<file path="config.mk">
export PLATFORM = sky130hd
export DESIGN_NAME = multiplicador_8bits_seq
export DESIGN_NICKNAME = d
export VERILOG_FILES = /design/src/rtl/multiplicador_8bits_seq_pkg.sv /design/src/rtl/multiplicador_8bits_seq_somador.sv /design/src/rtl/multiplicador_8bits_seq.sv
export SDC_FILE = /design/constraint.sdc
export NUM_CORES = 1
export LEC_CHECK = 0
export CAP_MARGIN = 25
export CELL_PAD_IN_SITES_DETAIL_PLACEMENT = 2
export CELL_PAD_IN_SITES_GLOBAL_PLACEMENT = 2
export CORE_MARGIN = 3
export CORE_UTILIZATION = 33
export DETAILED_ROUTE_END_ITERATION = 16
export GPL_TIMING_DRIVEN = 0
export PLACE_DENSITY_LB_ADDON = 0.1
export SLEW_MARGIN = 20
export SYNTH_ARGS = -nofsm -noshare
export SYNTH_HDL_FRONTEND = slang
export SYNTH_SLANG_ARGS = --single-unit
</file>
<file path="constraint.sdc">
create_clock -name clk -period 9.17 [get_ports clk]
set_input_delay 1.834 -clock clk [delete_from_list [all_inputs] [get_ports clk]]
set_output_delay 1.834 -clock clk [all_outputs]
set_load 0.02 [all_outputs]
</file>
<file path="src/rtl/multiplicador_8bits_seq_pkg.sv">
// multiplicador_8bits_seq_pkg: shared state encodings and iteration count for the shift-and-add multiplier.
package multiplicador_8bits_seq_pkg;
    typedef enum logic [1:0] {IDLE = 2'd0, CALC = 2'd1, DONE = 2'd2} state_t;
    localparam int N_ITER = 8;
endpackage

</file>
<file path="src/rtl/multiplicador_8bits_seq_somador.sv">
// Somador8bitsMult: 8-bit ripple-carry adder with 9-bit sum (carry out in bit 8).
module Somador8bitsMult (
    input  logic [7:0] a,
    input  logic [7:0] b,
    input  logic       cin,
    output logic [8:0] s
);
    logic [8:0] c;
    assign c[0] = cin;
    for (genvar i = 0; i < 8; i++) begin : g_fa
        assign s[i]   = a[i] ^ b[i] ^ c[i];
        assign c[i+1] = (a[i] & b[i]) | (c[i] & (a[i] ^ b[i]));
    end
    assign s[8] = c[8];
endmodule

</file>
<file path="src/rtl/multiplicador_8bits_seq.sv">
// multiplicador_8bits_seq: sequential 8x8->16 unsigned shift-and-add multiplier with start/busy/done handshake.
// Define MULT_ZERO_BYPASS_EN to skip the iterations when either operand is zero.
module multiplicador_8bits_seq
    import multiplicador_8bits_seq_pkg::*;
#(
    parameter int N     = 8,
    parameter int CNT_W = 4
) (
    input  logic           clk,
    input  logic           rst_n,
    input  logic           inicio,
    input  logic [N-1:0]   A,
    input  logic [N-1:0]   B,
    output logic [2*N-1:0] produto,
    output logic           ocupado,
    output logic           done
);
    state_t             state_q, state_d;
    logic [N-1:0]       acc_hi_q, acc_hi_d, acc_lo_q, acc_lo_d, mcand_q, mcand_d;
    logic [CNT_W-1:0]   count_q, count_d;
    logic [N:0]         soma, sum9;

    Somador8bitsMult u_soma (
        .a   (acc_hi_q),
        .b   (mcand_q),
        .cin (1'b0),
        .s   (soma)
    );

    // Carry (sum9[N]) lands in acc_hi[N-1] on the shift.
    assign sum9 = acc_lo_q[0] ? soma : {1'b0, acc_hi_q};

    always_comb begin
        state_d  = state_q;
        acc_hi_d = acc_hi_q;
        acc_lo_d = acc_lo_q;
        mcand_d  = mcand_q;
        count_d  = count_q;
        case (state_q)
            IDLE: if (inicio) begin
                acc_hi_d = '0;
                acc_lo_d = B;
                mcand_d  = A;
                count_d  = '0;
                state_d  = CALC;
`ifdef MULT_ZERO_BYPASS_EN
                if (A == '0 || B == '0) begin
                    acc_lo_d = '0;
                    state_d  = DONE;
                end
`endif
            end
            CALC: begin
                {acc_hi_d, acc_lo_d} = {sum9, acc_lo_q[N-1:1]};
                count_d = count_q + CNT_W'(1);
                state_d = (count_q == CNT_W'(N_ITER - 1)) ? DONE : CALC;
            end
            default: state_d = IDLE;
        endcase
    end

    always_ff @(posedge clk or negedge rst_n) begin
        if (!rst_n) begin
            state_q  <= IDLE;
            acc_hi_q <= '0;
            acc_lo_q <= '0;
            mcand_q  <= '0;
            count_q  <= '0;
        end else begin
            state_q  <= state_d;
            acc_hi_q <= acc_hi_d;
            acc_lo_q <= acc_lo_d;
            mcand_q  <= mcand_d;
            count_q  <= count_d;
        end
    end

    assign produto = {acc_hi_q, acc_lo_q};
    assign ocupado = state_q != IDLE;
    assign done    = state_q == DONE;
endmodule
</file>
---- Word-level counts from Yosys, hierarchy flattened ----
Index checks and enable logic that the tools add are counted.
cells by class
  $add $sub $neg .......................... 1
  eq/ne operators ......................... 4
  mux-type cells .......................... 10
  bitwise logic cells ..................... 37
  reduce and logical (&&, ||, !) cells .... 5
operators by type and width
  kind                                                             count
  8-bit case mux with 2 select lines                               2
  8-bit 2-to-1 mux                                                 2
  1-bit bitwise AND                                                15
  1-bit XOR                                                        15
  9-bit 2-to-1 mux                                                 1
  4-bit case mux with 2 select lines                               1
  1-bit bitwise OR                                                 7
  4-bit by 1-bit adder with 4-bit output, second input constant    1
  4-bit by 3-bit == test with 1-bit output, second input constant  1
  2-bit 2-to-1 mux                                                 2
  4-bit 2-to-1 mux                                                 1
  2-bit case mux with 2 select lines                               1
  2-bit AND reduction                                              2
  2-bit nonzero test                                               2
  2-bit by 1-bit == test with 1-bit output, second input constant  1
  2-bit == test, second input constant                             1
  2-bit zero test                                                  1
  2-bit != test, second input constant                             1
storage, ports and cells
  register bits ........................... 30
  output and inout port bits .............. 18
  word-level logic and storage cells ...... 62

---- Depth between registers and ports, before layout ----
Gate-level depths: netlist (run 1).
  depth in word-level cells ............... 17
  depth in mapped cells ................... 12

---- Cells and area by module ----
Synthesis (run 1) repeated with hierarchy kept, for this count alone.
unflattened totals
  cells, all modules ...................... 141
  area, all modules ....................... 1579.0 um2
by module, submodules not included
  module                   times used  cells an instance  area an instance (um2)  seq. area each (um2)
  multiplicador_8bits_seq  1           123                1381.3                  750.7
  Somador8bitsMult         1           18                 197.7                   0.0

---- Least setup slack after synthesis (run 1) ----
Ideal clock, no wire load.
  kind .................................... reg-to-reg
  start ................................... reg acc_hi_q[0]
  end ..................................... reg acc_hi_q[6]
  library setup time ...................... 0.133 ns
  data arrival time ....................... 3.417 ns
  setup slack ............................. 5.620 ns
  cell stages (with the launch flop) ...... 13
  buffers on the path ..................... 0
  period minus slack after synthesis ...... 3.550 ns
  cell sequence ........................... dfrtp_1 ha_1 fa_1 fa_1 fa_1 fa_1 fa_1 inv_1 fa_1 inv_1 fa_1 mux2i_1 o21ai_0
between the ends
  word-level cells in the longest chain between the ends .. 16
RTL lines
  item                                RTL line                               RTL
  start, declared                     multiplicador_8bits_seq.sv:19          logic [N-1:0] acc_hi_q, acc_hi_d, acc_lo_q, acc_lo_d, mcand_q, mcand_d;
  start signal, assigned              multiplicador_8bits_seq.sv:71          acc_hi_q <= acc_hi_d;
  1-bit bitwise AND (2 in series)     multiplicador_8bits_seq_somador.sv:12  assign c[i+1] = (a[i] & b[i]) | (c[i] & (a[i] ^ b[i]));
  1-bit bitwise OR                    multiplicador_8bits_seq_somador.sv:12
  1-bit bitwise AND                   multiplicador_8bits_seq_somador.sv:12
  1-bit bitwise OR                    multiplicador_8bits_seq_somador.sv:12
  1-bit bitwise AND                   multiplicador_8bits_seq_somador.sv:12
  1-bit bitwise OR                    multiplicador_8bits_seq_somador.sv:12
  1-bit bitwise AND                   multiplicador_8bits_seq_somador.sv:12
  1-bit bitwise OR                    multiplicador_8bits_seq_somador.sv:12
  1-bit bitwise AND                   multiplicador_8bits_seq_somador.sv:12
  1-bit bitwise OR                    multiplicador_8bits_seq_somador.sv:12
  1-bit bitwise AND                   multiplicador_8bits_seq_somador.sv:12
  1-bit bitwise OR                    multiplicador_8bits_seq_somador.sv:12
  1-bit XOR                           multiplicador_8bits_seq_somador.sv:11  assign s[i] = a[i] ^ b[i] ^ c[i];
  9-bit 2-to-1 mux                    multiplicador_8bits_seq.sv:31          assign sum9 = acc_lo_q[0] ? soma : {1'b0, acc_hi_q};
  8-bit case mux with 2 select lines  multiplicador_8bits_seq.sv:39          case (state_q)
Every way passes these cells.
A chain may end at the register's enable or synchronous reset.

---- Worst setup path in the final report (run 1) ----
  start ................................... reg state_q[1]
  end ..................................... out done
between the ends
  word-level cells in the longest chain between the ends .. 1
RTL lines
  item                    RTL line                       RTL
  start, declared         multiplicador_8bits_seq.sv:18  state_t state_q, state_d;
  start signal, assigned  multiplicador_8bits_seq.sv:70  state_q <= state_d;
  2-bit == test           multiplicador_8bits_seq.sv:80  assign done = state_q == DONE;
  end, declared           multiplicador_8bits_seq.sv:16  output logic done
Every way passes these cells.

==> out/results.ini, run 1 <==
[outcome]
status=finished, final reports clean

[timing]
finalMaxSlewViolations=0
max_freq_mhz=272
final-hold-violation-count=0
worstMarginPinSlew_ns=0.711
setup_viol=0
rsz0062_at_grt=no
relSlewSlack=0.526
min_period_ns=3.68
hold_slack_ns=0.504
period_share=0.402
tns_ns=0
worst_clock_skew_ns=0.00637
setup_slack_ns=5.49

[grt]
met3_usage=0.0372
grt_overflow=0
grt_pass1_vias=1313
grt_max_degree=31
grt_pass1_wl_um=6630
use_met2=0.288
busiest_layer=met2
antenna_found_initial=0
track_usage=0.166
use_met1=0.207

[clock_network]
cts_tree=yes
cts_setup_buffers=0
clockRootBuffer=clkbuf_8
numCtsBuffers=5
cts.sinks=30
cts.path.max_buffers=2
ctsHtreeMaxLevel=2
postCtsHoldBufs=0
path_clk_slew_ns=0.06
post_cts_resized=0
clock_latency_ns=0.28

[synth]
yosysUniqueCellTypes=27
synth_edf_count=0
post-synth-top-count-cell=dfrtp_1
ys_ff_latch=30
netlist_area_mm2=0.00147
synth-main-ff-cell=dfrtp_1
avgSynthCellArea_um2=11.6
ys_seq_area_frac=0.509
synth_area_leader_cell=dfrtp_1
synth_top_area_frac=0.509
yosys-top-cells-count=30 x dfrtp_1, 18 x nand2_1, 17 x o21ai_0, 8 x mux2i_1
yosys_warnings=0
syn_nets=155
synth.area.top_cells=dfrtp_1 51%, fa_1 9.5%, o21ai_0 5.8%, mux2i_1 5.4%, mux2_2 5.3%
synthArstFlopShare=1.00
synth_cells=127

[power_and_ir_drop]
powerDensity_mw_per_mm2=362
ir_drop_mv=0.108
p_leak_nw=0.833

[detailed_routing]
wl_per_cell_um=17.4
wirelength_um=3840
ant_nets=0
num_vias=1137
route.detailed.drc=0
firstDrtPassIters=3
viasPerCell=5.14
drt_iter0_markers=43

[place]
hpwl_um=2830
globalplace.congestion=0.689
port_buffers=36
preCtsSetupSlack_ns=5.52
dpl_cell_area_mm2=0.00189

[final_layout]
post_route_cells_drive_above_1_share=0.123
final_cell_area_mm2=0.00198
diodes=0
area_growth_pct=34.5
nets=198

[die]
die_w_um=72.8
ios=37
coreArea_mm2=0.00414
start_util=0.356
std_cell_rows=23
die_area_mm2=0.00530
dieHeight_um=72.8

[setup_path]
crit_fanout=10
cp-end-kind=output pin
worstSetupStartpointType=flop
critPathKind=flop to output pin
r2r_cells=12
worstPathRequired_ns=7.34
cp.arrival_ns=1.85

[hold_path]
worstHoldPathCells=1
hold_class=flop to flop

[run]
cap_violations=0

-- cells in the final DEF (no fill, tap or decap), types with 3 or more instances in the layout --
cell,instances
a22oi_1,7
buf_2,4
clkbuf_1,4
clkbuf_8,6
clkdlybuf4s50_1,35
dfrtp_1,30
fa_1,7
inv_1,4
mux2_2,7
mux2i_1,8
nand2_1,18
nor2b_1,3
o21ai_0,17
-- registers in the layout, summed over array words and instances, names as in the netlist --
name and cells:
state_q 2, acc_lo_q 8, count_q 4, acc_hi_q 8
mcand_q 8
-- power by group --
| part | internal (mW) | leakage [nW] | switching (mW) |
|---|---|---|---|
| combinational | 0.173 | 0.414 | 0.183 |
| clock | 0.0604 | 0.0482 | 0.0481 |
| sequential | 0.196 | 0.371 | 0.0572 |
-- final timing paths --
check	startpoint	endpoint	slack [ns]
min in group asynchronous	rst_n	acc_lo_q[7]$_DFFE_PN0P_	1.61
max	state_q[1]$_DFFE_PN0P_	done	5.49
min reg2reg	count_q[3]$_DFFE_PN0P_	state_q[1]$_DFFE_PN0P_	0.50
min	count_q[3]$_DFFE_PN0P_	state_q[1]$_DFFE_PN0P_	0.50
max in group asynchronous	rst_n	acc_lo_q[0]$_DFFE_PN0P_	7.11
max reg2reg	acc_hi_q[0]$_DFFE_PN0P_	acc_hi_q[6]$_DFFE_PN0P_	5.54
-- worst max-delay path, cell delays in order (launching register included) --
cell and delay, ns:
dfrtp_1 0.44, clkbuf_1 0.34, nor2b_1 0.19, clkdlybuf4s50_1 0.61
-- routing by layer --
layer	vias up	wire, µm
met2	22	2050
met3	5	132
met1	585	1610
met4	0	40
li1	525	-
met5	-	0
-- kinds of logic after synthesis --
group	share of synthesized area
and+or+nand+nor	0.107
buffers and inverters	0.0331
muxes	0.108
DFF	0.509
AOI/OAI and AO/OA	0.131
adders and majority gates	0.112
-- area by class of cell --
class / instances / area (µm²)
flip-flops and latches: 30 / 751
clock inverters: 1 / 5.00
clock buffers: 7 / 86.3
well taps: 50 / 62.6
plain buffers: 7 / 33.8
inverters: 4 / 15.0
fillers: 433 / 2160
multi-input cells: 86 / 674
repair buffers: 36 / 355
-- stage by stage --
step                      instances  utilization  power (mW)
after floorplan                 127            -       0.471
after global placement          213        0.458       0.598
after detailed placement        213        0.457       0.620
after CTS                       221        0.479       0.737
after global routing            221        0.479       0.789
final                           221        0.479       0.718
Note: power is estimated with default switching activity, not from simulation.
==> run 2, diff against run 1 <==
CORE_UTILIZATION = 31   (was 33)
clock period = 3.5 ns   (was 9.17 ns; I/O delays follow)
==> run 2 against run 1 <==
Against the previous run:
- clock power grew to 2.7 times the previous value
- via count grew 0.53%
- largest power group unchanged
- critical path type is now flop to flop
- worst setup slack lost 5.4 ns
- sequential power increased to 2.6 times the previous value
- critical endpoint is now acc_hi_q[6]$_DFFE_PN0P_
- non-clock buffer count rose by 1
==> out/results.ini, run 2 (same netlist as run 1, synthesis figures left out) <==
[detailed_routing]
wl_per_cell_um=17.2
drt_iter0_markers=97
firstDrtPassIters=2
route.detailed.drc=0
ant_nets=0
viasPerCell=5.10
wirelength_um=3850
num_vias=1143

[clock_network]
cts_tree=yes
path_clk_slew_ns=0.07
clockRootBuffer=clkbuf_8
cts.path.max_buffers=2
clock_latency_ns=0.28
cts.sinks=30
ctsHtreeMaxLevel=2
numCtsBuffers=5

[timing]
final-hold-violation-count=0
period_share=0.967
worstMarginPinSlew_ns=0.708
worst_clock_skew_ns=0.00317
max_freq_mhz=296
setup_viol=0
relSlewSlack=0.528
min_period_ns=3.38
finalMaxSlewViolations=0
rsz0062_at_grt=no

[grt]
grt_pass1_wl_um=6140
antenna_found_initial=0
grt_overflow=0
grt_pass1_vias=1186
track_usage=0.150
grt_max_degree=31

[power_and_ir_drop]
p_leak_nw=0.828
p_total_mw=1.94
ir_drop_mv=0.372
powerDensity_mw_per_mm2=962

[final_layout]
final_cell_mix=35 x clkdlybuf4s50_1, 29 x dfrtp_1, 18 x nand2_1, 16 x o21ai_0, 8 x mux2i_1
area_growth_pct=36.5
post_route_cells_drive_above_1_share=0.180
final_common_cell=clkdlybuf4s50_1
nets=199
diodes=0
fillCellCount=469
reg_top3=acc_hi_q: 8 flops, acc_lo_q: 8 flops, mcand_q: 8 flops
fin_util=0.450

[run]
cap_violations=0

[die]
die_w_um=75.0
dieHeight_um=75.0
coreArea_mm2=0.00447
die_area_mm2=0.00562
ios=37
start_util=0.329
std_cell_rows=24

[place]
hpwl_um=2740
globalplace.congestion=0.716
port_buffers=36

[setup_path]
worst-path-buf-inv=2
critPathKind=flop to flop
critPathSlowestCell=fa_1
cp-end-kind=flop
cpPeakStageDelay_ns=0.43
crit_fanout=2
cp.arrival_ns=3.54
worstSetupStartpointType=flop
path_delay_family=adder cells
cp_cell_sequence=ha_2 -> fa_2 -> fa_2 -> fa_2 -> fa_2 -> fa_2 -> inv_2 -> fa_2 -> inv_1 -> fa_1 -> mux2i_1 -> o21ai_1
worstPathRequired_ns=3.65
rrSetupSlack_ns=0.12
timing.critical_path.mode_cell=fa_2

[outcome]
status=finished, final reports clean

[hold_path]
hold_class=input pin to async pin

-- run 2: cell type report --
class                   instances  area [µm²]  area share
plain buffers                   7        33.8      0.0168
clock buffers                   7        86.3      0.0429
clock inverters                 1        5.00     0.00249
inverters                       4        15.0     0.00746
multi-input cells              86         692       0.344
flip-flops and latches         30         752       0.374
well taps                      52        65.1      0.0323
repair buffers                 37         363       0.180
-- run 2: worst paths after layout --
kind,start,end,cells after the start
setup / recovery,acc_hi_q[0]$_DFFE_PN0P_,acc_hi_q[6]$_DFFE_PN0P_,12
hold / removal,rst_n,acc_lo_q[2]$_DFFE_PN0P_,1
setup reg to reg,acc_hi_q[0]$_DFFE_PN0P_,acc_hi_q[6]$_DFFE_PN0P_,12
hold reg to reg,count_q[3]$_DFFE_PN0P_,state_q[1]$_DFFE_PN0P_,1
max in group asynchronous,rst_n,acc_hi_q[0]$_DFFE_PN0P_,1
min in group clk,count_q[3]$_DFFE_PN0P_,state_q[1]$_DFFE_PN0P_,1
-- run 2: where the power goes --
group / total (mW) / switching [mW] / leakage, nW / internal (mW)
combinational: 0.974 / 0.494 / 0.410 / 0.480
clock: 0.294 / 0.135 / 0.0482 / 0.159
sequential: 0.668 / 0.153 / 0.369 / 0.514
-- run 2: layer usage --
metal	track usage	routed length [µm]	vias up
met5	0	0	-
met4	0.0534	24	0
met3	0.0494	153	2
met1	0.193	1740	588
met2	0.236	1930	23
li1	-	-	530
-- run 2: timing repair --
action                                  in CTS  in global routing
buffers inserted                             1                  0
endpoints found under the setup margin       2                  1
hold buffers                                 0                  0
resized for setup                            3                  5
-- run 2: through the flow --
| step | instance area (µm²) | hold slack (ns) | setup TNS, ns | setup slack, ns | instances |
|---|---|---|---|---|---|
| after global placement | 1900 | 0.482 | -0.0850 | -0.0850 | 215 |
| after floorplan | 1480 | 0.404 | 0 | 0.0160 | 127 |
| after detailed placement | 1900 | 0.485 | -0.238 | -0.178 | 215 |
| final | 2010 | 0.463 | 0 | 0.117 | 224 |
| after CTS | 2000 | 0.485 | 0 | 0.0245 | 224 |
| after global routing | 2010 | 0.508 | 0 | 0.000452 | 224 |
==> run 3, diff against run 2 <==
CAP_MARGIN = not set   (was 25)
CORE_UTILIZATION = 39   (was 31)
DONT_BUFFER_PORTS = 1   (was not set)
GPL_TIMING_DRIVEN = not set   (was 0)
==> run 3 against run 2 <==
Against the previous run:
- register-to-register slack barely moved
- critical endpoint unchanged
- non-clock buffer count is 41 lower
- first-iteration DRC count decreased by 49%
- sequential power increased by 19%
- clock power shrank 3%
- wire length down 16%
- largest power group is now sequential cells
==> out/results.ini, run 3 (same netlist as run 1, synthesis figures left out) <==
[timing]
rsz0062_at_grt=yes
relSlewSlack=0.537
max_freq_mhz=297
worst_clock_skew_ns=0.00549
period_share=0.963
min_period_ns=3.37
worstMarginPinSlew_ns=0.695
final-hold-violation-count=0
finalMaxSlewViolations=0
hold_slack_ns=0.116
setup_viol=0

[final_layout]
diodes=0
post_route_cells_drive_above_1_share=0.206
multiInputGateArea_um2=689
area_growth_pct=10.7
nets=158
regArea_um2=752
reg_top3=acc_hi_q: 8 flops, acc_lo_q: 8 flops, mcand_q: 8 flops
fillCellCount=356
final_cell_area_mm2=0.00163
final_common_cell=dfrtp_1
final_cell_mix=29 x dfrtp_1, 18 x nand2_1, 16 x o21ai_0, 8 x mux2i_1
final_cell_count_no_fill=177

[setup_path]
crit_fanout=2
timing.critical_path.mode_cell=fa_2
critPathKind=flop to flop
rrSetupSlack_ns=0.13
worst-path-buf-inv=2
critPathSlowestCell=fa_1
cp_cell_sequence=ha_2 -> fa_2 -> fa_2 -> fa_2 -> fa_2 -> fa_2 -> inv_1 -> fa_1 -> inv_1 -> fa_1 -> mux2i_1 -> o21ai_1
cpPeakStageDelay_ns=0.44
worstPathRequired_ns=3.65
path_delay_family=adder cells
worstSetupStartpointType=flop
cp-end-kind=flop
cp.arrival_ns=3.52

[detailed_routing]
firstDrtPassIters=4
wirelength_um=3250
wl_per_cell_um=18.4
route.detailed.drc=0
ant_nets=0
viasPerCell=5.61
drt_iter0_markers=49
num_vias=993

[power_and_ir_drop]
powerDensity_mw_per_mm2=1040
ir_drop_mv=0.356
p_leak_nw=0.679

[place]
port_buffers=0
dpl_cell_area_mm2=0.00152
globalplace.congestion=0.662
hpwl_um=2420
post-place-cells=169

[die]
die_area_mm2=0.00455
ios=37
dieHeight_um=67.5
start_util=0.422
coreArea_mm2=0.00349
std_cell_rows=21
die_w_um=67.5

[grt]
grt_pass1_wl_um=5290
grt_pass1_vias=1059
track_usage=0.160
antenna_found_initial=0
use_met2=0.253
use_met1=0.206
met3_usage=0.0466
busiest_layer=met2
grt_overflow=0
grt_max_degree=31

[clock_network]
path_clk_slew_ns=0.07
cts_tree=yes
cts_setup_buffers=0
clockRootBuffer=clkbuf_8
ctsHtreeMaxLevel=2
cts.path.max_buffers=2
cts.sinks=30
postCtsHoldBufs=0
numCtsBuffers=5
clock_latency_ns=0.27

[outcome]
status=finished, final reports clean

[hold_path]
hold_class=input pin to async pin

[run]
cap_violations=0

==> run 3: final timing paths <==
| kind | startpoint | to | depth (start not counted) |
|---|---|---|---|
| setup / recovery | acc_hi_q[0]$_DFFE_PN0P_ | acc_hi_q[6]$_DFFE_PN0P_ | 12 |
| hold / removal | rst_n | mcand_q[5]$_DFFE_PN0P_ | 0 |
| setup reg to reg | acc_hi_q[0]$_DFFE_PN0P_ | acc_hi_q[6]$_DFFE_PN0P_ | 12 |
| hold reg to reg | count_q[3]$_DFFE_PN0P_ | state_q[1]$_DFFE_PN0P_ | 1 |
| max in group asynchronous | rst_n | acc_hi_q[0]$_DFFE_PN0P_ | 0 |
| min in group clk | count_q[3]$_DFFE_PN0P_ | state_q[1]$_DFFE_PN0P_ | 1 |
==> run 3: routing by layer <==
layer / up-vias / share of wire
met5: - / 0
met4: 0 / 0.013
met3: 4 / 0.060
met2: 23 / 0.50
met1: 521 / 0.43
li1: 445 / -
==> run 3: report_power, final <==
part / internal (mW) / total, mW / switching [mW]
sequential: 0.512 / 0.794 / 0.282
combinational: 0.314 / 0.624 / 0.309
clock: 0.158 / 0.285 / 0.127
==> run 3: repair_timing <==
| action | in CTS | in global routing |
|---|---|---|
| gates cloned | 0 | 0 |
| setup endpoints to repair | 1 | 2 |
| gates resized for setup | 3 | 3 |
| pin swaps | 0 | 1 |
==> run 3: final cells by class <==
| cell class | count | area share |
|---|---|---|
| flip-flops and latches | 30 | 0.461 |
| clock buffers | 6 | 0.0506 |
| repair buffers | 3 | 0.0138 |
| inverters | 4 | 0.00920 |
| multi-input cells | 86 | 0.423 |
| clock inverters | 2 | 0.00767 |
| well taps | 46 | 0.0353 |
==> run 3: per-stage QoR <==
| step | TNS, ns | total power [mW] | util | worst slack [ns] |
|---|---|---|---|---|
| floorplan | 0 | 1.24 | - | 0.0160 |
| global placement | 0 | 1.37 | 0.436 | 0.0129 |
| detailed placement | -0.107 | 1.44 | 0.436 | -0.107 |
| CTS | 0 | 1.74 | 0.465 | 0.00173 |
| global route | -0.00470 | 1.88 | 0.467 | -0.00470 |
| finish | 0 | 1.70 | 0.467 | 0.129 |
